**config.mk**
```make
export PLATFORM = sky130hd
export DESIGN_NAME = mux_rr_arb
export DESIGN_NICKNAME = d
export VERILOG_FILES = /design/src/rtl/mux_rr_arb_pkg.sv /design/src/rtl/mux_rr_arb_rr_arbiter.sv /design/src/rtl/mux_rr_arb.sv
export SDC_FILE = /design/constraint.sdc
export NUM_CORES = 1
export LEC_CHECK = 0
export ABC_AREA = 1
export CAP_MARGIN = 20
export CORE_ASPECT_RATIO = 2
export CORE_MARGIN = 4
export CORE_UTILIZATION = 47
export DETAILED_ROUTE_END_ITERATION = 7
export PLACE_DENSITY = 0.82
export SYNTH_ARGS = -nofsm -noshare
export SYNTH_HDL_FRONTEND = slang
export SYNTH_SLANG_ARGS = --single-unit
```
**constraint.sdc**
```tcl
create_clock -name clk -period 5.8 [get_ports clk]
set_input_delay 0.87 -clock clk [delete_from_list [all_inputs] [get_ports clk]]
set_output_delay 0.87 -clock clk [all_outputs]
set_load 0.05 [all_outputs]
```
**src/rtl/mux_rr_arb_pkg.sv**
```systemverilog
// -----------------------------------------------------------------------------
// mux_rr_arb_pkg
// Shared types for the registered multiplexer / round-robin arbiter:
//   mode_e  - arbitration mode (fixed select or round-robin)
//   state_e - output stage occupancy (EMPTY / FULL)
// -----------------------------------------------------------------------------
package mux_rr_arb_pkg;

    typedef enum logic {
        MODE_FIXED = 1'b0,
        MODE_RR    = 1'b1
    } mode_e;

    typedef enum logic {
        ST_EMPTY = 1'b0,
        ST_FULL  = 1'b1
    } state_e;

endpackage : mux_rr_arb_pkg

```
**src/rtl/mux_rr_arb_rr_arbiter.sv**
```systemverilog
// -----------------------------------------------------------------------------
// rr_arbiter
// Purely combinational round-robin search. Starting one past ptr, walks the
// request vector upward (wrapping from NUM_IN-1 to 0) and reports the first
// requester found. ptr itself is searched last, so the most recent winner has
// the lowest priority.
// Ports:
//   req       - per-channel request
//   ptr       - index of the last granted channel
//   grant_vld - at least one request present
//   grant_idx - index of the winning channel (0 when grant_vld=0)
// -----------------------------------------------------------------------------
module rr_arbiter #(
    parameter int NUM_IN = 9,
    parameter int SEL_W  = $clog2(NUM_IN)
) (
    input  logic [NUM_IN-1:0] req,
    input  logic [SEL_W-1:0]  ptr,
    output logic              grant_vld,
    output logic [SEL_W-1:0]  grant_idx
);

    always_comb begin
        int idx;
        // NOTE: every output gets a default before the loop so no path leaves
        // it unassigned; otherwise synthesis would infer a latch.
        grant_vld = 1'b0;
        grant_idx = '0;
        idx       = 0;
        for (int i = 1; i <= NUM_IN; i++) begin
            idx = int'(ptr) + i;
            if (idx >= NUM_IN) begin
                idx = idx - NUM_IN;
            end
            if (!grant_vld && req[SEL_W'(idx)]) begin
                grant_vld = 1'b1;
                grant_idx = SEL_W'(idx);
            end
        end
    end

endmodule : rr_arbiter

```
**src/rtl/mux_rr_arb.sv**
```systemverilog
// -----------------------------------------------------------------------------
// mux_rr_arb
// Selects one of NUM_IN valid/ready input channels, either by a fixed channel
// index (mode 0) or by round-robin (mode 1), and holds the selected word in a
// single-entry output register with a valid/ready handshake.
// Ports:
//   clk, rst   - clock, asynchronous active-high reset
//   mode       - 0 = fixed select via sel, 1 = round-robin
//   sel        - channel index used in fixed mode
//   in_data    - flattened channel words, channel k at [k*WIDTH +: WIDTH]
//   in_valid   - per-channel valid
//   in_ready   - per-channel accept, one-hot or zero (combinational)
//   out_data   - registered selected word
//   out_src    - channel index that supplied out_data
//   out_valid  - output register holds a word
//   out_ready  - downstream accepts the held word
//   err_sel    - sticky: out-of-range sel seen in fixed mode
// -----------------------------------------------------------------------------
module mux_rr_arb
    import mux_rr_arb_pkg::*;
#(
    parameter  int NUM_IN = 9,
    parameter  int WIDTH  = 16,
    localparam int SEL_W  = $clog2(NUM_IN)
) (
    input  logic                    clk,
    input  logic                    rst,
    input  logic                    mode,
    input  logic [SEL_W-1:0]        sel,
    input  logic [NUM_IN*WIDTH-1:0] in_data,
    input  logic [NUM_IN-1:0]       in_valid,
    output logic [NUM_IN-1:0]       in_ready,
    output logic [WIDTH-1:0]        out_data,
    output logic [SEL_W-1:0]        out_src,
    output logic                    out_valid,
    input  logic                    out_ready,
    output logic                    err_sel
);

    state_e             state_q, state_d;
    logic [WIDTH-1:0]   out_data_q, out_data_d;
    logic [SEL_W-1:0]   out_src_q, out_src_d;
    logic               err_sel_q, err_sel_d;
    logic [SEL_W-1:0]   ptr_q, ptr_d;

    mode_e              mode_s;
    logic               rr_vld;
    logic [SEL_W-1:0]   rr_idx;
    logic               fix_vld;
    logic               sel_oob;
    logic               grant_vld;
    logic [SEL_W-1:0]   grant_idx;
    logic               load;
    logic               xfer;
    logic [WIDTH-1:0]   grant_word;

    assign mode_s = mode_e'(mode);

    rr_arbiter #(
        .NUM_IN (NUM_IN),
        .SEL_W  (SEL_W)
    ) u_rr (
        .req       (in_valid),
        .ptr       (ptr_q),
        .grant_vld (rr_vld),
        .grant_idx (rr_idx)
    );

    // Fixed-select grant. Comparing sel against each legal index means an
    // out-of-range sel simply matches nothing.
    always_comb begin
        fix_vld = 1'b0;
        for (int k = 0; k < NUM_IN; k++) begin
            if (sel == SEL_W'(k) && in_valid[k]) begin
                fix_vld = 1'b1;
            end
        end
    end

    assign sel_oob = (int'(sel) >= NUM_IN);

    always_comb begin
        grant_vld = 1'b0;
        grant_idx = '0;
        if (mode_s == MODE_RR) begin
            grant_vld = rr_vld;
            grant_idx = rr_idx;
        end else begin
            grant_vld = fix_vld;
            grant_idx = sel;
        end
    end

    // The output register can take a new word when it is empty or when its
    // current word leaves this cycle. Reset blocks any acceptance.
    assign load = (state_q == ST_EMPTY) || out_ready;
    assign xfer = load && grant_vld && !rst;

    always_comb begin
        in_ready   = '0;
        grant_word = '0;
        for (int k = 0; k < NUM_IN; k++) begin
            if (grant_idx == SEL_W'(k)) begin
                in_ready[k] = xfer;
                grant_word  = in_data[k*WIDTH +: WIDTH];
            end
        end
    end

    // Output stage FSM next-state and datapath.
    always_comb begin
        state_d    = state_q;
        out_data_d = out_data_q;
        out_src_d  = out_src_q;
        ptr_d      = ptr_q;
        err_sel_d  = err_sel_q;

        if (load) begin
            if (xfer) begin
                state_d    = ST_FULL;
                out_data_d = grant_word;
                out_src_d  = grant_idx;
                // Only round-robin winners advance the rotation.
                if (mode_s == MODE_RR) begin
                    ptr_d = grant_idx;
                end
            end else begin
                // Word drained with nothing to replace it; data/src keep
                // their last value.
                state_d = ST_EMPTY;
            end
        end

        if (mode_s == MODE_FIXED && sel_oob) begin
            err_sel_d = 1'b1;
        end
    end

    // ptr resets to the last channel so the first round-robin search starts
    // at channel 0.
    always_ff @(posedge clk or posedge rst) begin
        if (rst) begin
            state_q    <= ST_EMPTY;
            out_data_q <= '0;
            out_src_q  <= '0;
            err_sel_q  <= 1'b0;
            ptr_q      <= SEL_W'(NUM_IN - 1);
        end else begin
            // NOTE: non-blocking assignments so every flop samples the values
            // from before the edge, independent of statement order.
            state_q    <= state_d;
            out_data_q <= out_data_d;
            out_src_q  <= out_src_d;
            err_sel_q  <= err_sel_d;
            ptr_q      <= ptr_d;
        end
    end

    assign out_valid = (state_q == ST_FULL);
    assign out_data  = out_data_q;
    assign out_src   = out_src_q;
    assign err_sel   = err_sel_q;

endmodule : mux_rr_arb

```
---- Yosys cells after proc, flatten, opt, wreduce, memory -nomap -nowiden ----
Cells that the tools add are included.
storage, ports and cells
  register bits after elaboration ......... 26
  output and inout bits ................... 31
  word-level logic and storage cells ...... 178
cells by class
  add/sub/neg operators ................... 18
  magnitude comparators ................... 19
  equality and inequality tests ........... 16
  multiplexer cells ....................... 84
  bitwise gates (word level) .............. 2
  reductions and logical operators ........ 34
operator list
  kind                                                         number
  two-way mux 16 bit                                           9
  two-way mux 4 bit                                            19
  less-than comparator 4 x 6 -> 1 bit (second input constant)  9
  two-way mux 1 bit                                            47
  >= comparator 5 x 4 -> 1 bit (second input constant)         9
  binary-select mux 1 bit (select 4 bit)                       9
  subtractor 4 bit (second input constant)                     9
  == test 4 x 3 -> 1 bit (second input constant)               8
  adder 4 x 3 -> 5 bit (second input constant)                 4
  logical AND 1 bit                                            20
  == test 4 x 2 -> 1 bit (second input constant)               4
  adder 4 x 2 -> 5 bit (second input constant)                 2
  adder 4 x 4 -> 5 bit (second input constant)                 2
  zero test 1 bit                                              9
  == test 4 x 1 -> 1 bit (second input constant)               2
  == test 4 bit (second input constant)                        2
  zero test 4 bit                                              2
  adder 4 x 1 -> 5 bit (second input constant)                 1
  >= comparator 4 bit (second input constant)                  1
  AND reduction 3 bit                                          1
  inverter 1 bit                                               2
  AND reduction 2 bit                                          1
  logical OR 1 bit                                             1

---- Longest topological paths before layout ----
  depth after elaboration ................. 42
  gate-level depth with buffers ........... 38

---- Modules after synthesis ----
From an unflattened synthesis, not the netlist that was laid out.
unflattened totals
  cells, all modules ...................... 957
  area, all modules ....................... 5396.4 µm²
by module, submodules not included
  module      instances  cells each  area an instance (µm²)  seq. area each (µm²)
  mux_rr_arb  1          463         2698.8                  651.9
  rr_arbiter  1          494         2697.6                  0.0

---- Worst setup path before layout ----
No wires, ideal clock.
  path type ............................... register to output
  start point ............................. register ptr_q[0]
  end point ............................... output port in_ready[1]
  arrival time ............................ 4612 ps
  required time ........................... 4930 ps
  path slack .............................. 318 ps
  cell stages (with the launch flop) ...... 27
  path buffers ............................ 3
  path through ............................ dfrtp_1 > buf_6 > inv_2 > buf_2 > ha_1 > buf_4 > nand2_1 > inv_2 > nor2_1 > inv_1 > nand2_1 > o21ai_1 > nand3_1 > nand3_1 > nand3_2 > nand2_4 > nor2_8 > nand4_4 > nor2_8 > nand3_1 > nand2_1 > inv_1 > nand2_1 > nand2_2 > nand2_8 > nand2_4 > nor4_1
on the way
  word-level cells in the longest chain between the ends .. 35
RTL lines
  item                                                                           line               text
  start: declaration                                                             mux_rr_arb.sv:44   logic [SEL_W-1:0] ptr_q, ptr_d;
  start signal: assignment                                                       mux_rr_arb.sv:147  ptr_q <= SEL_W'(NUM_IN - 1);
  start signal: assignment                                                       mux_rr_arb.sv:155  ptr_q <= ptr_d;
  parallel branches: the longest is 34 deep, another holds adder 4 x 1 -> 5 bit  -
  two-way mux 1 bit (*)                                                          mux_rr_arb.sv:103  if (grant_idx == SEL_W'(k)) begin
  end: declaration                                                               mux_rr_arb.sv:32   output logic [NUM_IN-1:0] in_ready,
Every way passes the cells marked *. The select of a mux whose other input is x is not followed.

---- Worst setup path in the final report ----
  start point ............................. register ptr_q[1]
  end point ............................... output port in_ready[4]
The elaborated chain is that of the path after synthesis.

==> metrics.csv <==
metric;value;unit
Post-DRT Antenna Nets;0;
Synth-to-Final Area Change;43.8;%
first-pass GRT wire length;38.5;mm
Setup WS post-layout;264;ps
Nets;1303;
Slew Limit Fails;0;
layout cells sized above 1;11.7;%
DRC violations left;0;
hold path startpoint;err_sel$_DFFE_PP0P_;
final wirelength;26.1;mm
post-synthesis sequential area ratio;12.3;%
hold depth;1;
gr ovfl total;0;
crit-path max FO;19;
total CTS buffers;3;
syn_nets;1113;
Clock Pin Slew Worst Setup and Hold Paths;70;ps
Sinks on Clock Net;26;
Hold Buf Count CTS;0;
most common cell after layout, fill and taps aside;nand2_1;
ANT cells;0;
final worst path period need;5540;ps
1st-iter DRT viols;462;
Die H;158;um
final clock skew;4.89;ps
CTS tree;yes;
Yosys cell types;46;
RR Startpoint;ptr_q[1]$_DFFE_PP0P_;
Post-Syn Area;5290;um^2
max cap viols;0;
DR vias/cell;5.75;
Placement Rows;54;
# port buffers;191;
Critical Path RT;4930;ps
DR pass1 iterations;7;
GRT Util Overall;38.4;%
RSZ-0062 raised after global routing;no;
Crit. End Element;primary output;
CP Class;reg -> out;
CP startpoint kind;flop;
pre-CTS setup slack;354;ps
Final Cycle Share;95.5;%
Worst-Margin Slew;871;ps
TNS Setup;0;ps
worst reg-to-reg path cell count;25;
clk buf depth;2;
Avg Synthesized Cell Area;5.67;um^2
Cell Chain, Critical Path;clkinvlp_4 -> buf_4 -> ha_4 -> inv_1 -> nand2_1 -> o21ai_1 -> inv_1 -> a21oi_1 -> o21ai_0 -> nand3_1 -> o21ai_1 -> o21ai_2 -> inv_1 -> nand3_1 -> nand3_1 -> nor2_2 -> nor2_8 -> nor2_8 -> nand2_2 -> nor2_1 -> buf_12;
Initial Util;48.3;%
Yosys warnings;0;
worst hold slack;481;ps
die footprint;13100;um^2
CP Data Arrival Time;4670;ps
Post-synth ARST share;100;%
Final Wtd Congestion;1.09;
Final Hold Viols;0;
largest net degree at the start of global routing;34;
mean routed wirelength per cell;20.7;um
slowest stage delay, CP;500;ps
commonest cells after routing, fill and taps aside;nand2_1 (255), clkdlybuf4s50_1 (182), nand3_1 (161);
vias in the first global route;7084;
Core ar.;10900;um^2
CTS root buf;clkbuf_16;
register area;656;um^2
relative slew slack;41.3;%
Ports;192;
Die W;83.0;um
routed vias;7249;
Most used DFF post-synth;dfrtp_1;
Setup-failing EPs final;0;
initial antenna violation count;0;
flop and latch count out of synthesis;26;
Filler cells;1059;
Mapped Cells;932;
EDFF count, synth;0;
htree depth;1;
HPWL Detailed;21.9;mm
status;completed;
Fmax;181;MHz
worst min path class;reg -> reg;
slowest CP cell;dfrtp_2;
worst-skew pair later-pin latency;270;ps
crit path from;ptr_q[1]$_DFFE_PP0P_;
footprint of the multi-input gates;3920;um^2
fin util;69.5;%
[final cells by class]
type                       count  area share (%)
multi-input combinational    730            51.6
clock inverter                 1           0.395
timing repair buffer         213            28.7
clock buffer                   3           0.987
inverter                     148            7.46
sequential                    26            8.62
tap                          140            2.30
[logic make-up after synthesis]
group	share of synthesized area, %
fa+ha+maj	4.73
flops	12.3
simple gates	54.9
xor+xnor	2.01
compound gates	12.2
buf+inv	13.8
[path summary, 6_finish.rpt]
path | endpoint | slack, ps
setup / recovery | in_ready[4] | 260
hold / removal | err_sel$_DFFE_PP0P_ | 480
setup reg to reg | out_data[7]$_DFFE_PP0P_ | 840
hold reg to reg | err_sel$_DFFE_PP0P_ | 480
max in group asynchronous | ptr_q[3]$_DFFE_PP1P_ | 4510
min in group asynchronous | out_src[3]$_DFFE_PP0P_ | 970
[metrics by stage]
step                cell area, um^2  instances
floorplan                      5290        932
global placement               7440       1253
detailed placement             7440       1253
CTS                            7550       1257
global route                   7600       1261
finish                         7600       1261
[per-layer routing]
layer / up-vias / track usage [%] / wire length (um)
met5: - / 0 / 0
met4: 0 / 36.5 / 2880
met2: 418 / 74.8 / 13900
met1: 3267 / 30.8 / 7340
met3: 149 / 7.92 / 1950
li1: 3415 / - / -
[flip-flops by register name (all words and copies together), names as in the netlist]
| name | flops |
|---|---|
| ptr_q | 4 |
| err_sel | 1 |
| out_data | 16 |
| out_src | 4 |
| out_valid | 1 |
[synth_stat cells, types with 6 or more instances]
library cell | instances | share of area [%]
o21ai_2 | 8 | 1.3
nand2_2 | 24 | 2.8
a21oi_1 | 16 | 1.5
nand2_1 | 255 | 18
nand2_4 | 11 | 2.3
nand3_2 | 6 | 1.1
nand3_1 | 161 | 15
buf_2 | 12 | 1.1
o21ai_1 | 24 | 2.3
o211ai_1 | 16 | 2.3
dfrtp_1 | 25 | 12
buf_4 | 9 | 1.3
xor2_1 | 7 | 1.2
inv_1 | 126 | 8.9
inv_2 | 19 | 1.3
nand4_1 | 26 | 3.1
o21ai_0 | 32 | 3.0
nor3_1 | 13 | 1.2
nor2_1 | 72 | 5.1
nand3b_1 | 6 | 0.85
ha_1 | 20 | 4.7
[what timing repair did]
| item | CTS | global route |
|---|---|---|
| gates resized for setup | 0 | 9 |
| setup buffers | 0 | 4 |
| endpoints found under the setup margin | 0 | 9 |
[worst max-delay path: cells and delay by family (launching register included)]
family / cells / cell delay, ps
flip-flops: 1 / 500
AO/OA/AOI/OAI: 5 / 1080
buffers and inverters: 6 / 1110
AND/OR/NAND/NOR: 9 / 1390
adder cells (fa/ha/maj): 1 / 280
Power is not shown: default switching activity piles up to over one toggle a cycle in this logic, so the estimate is an artifact.
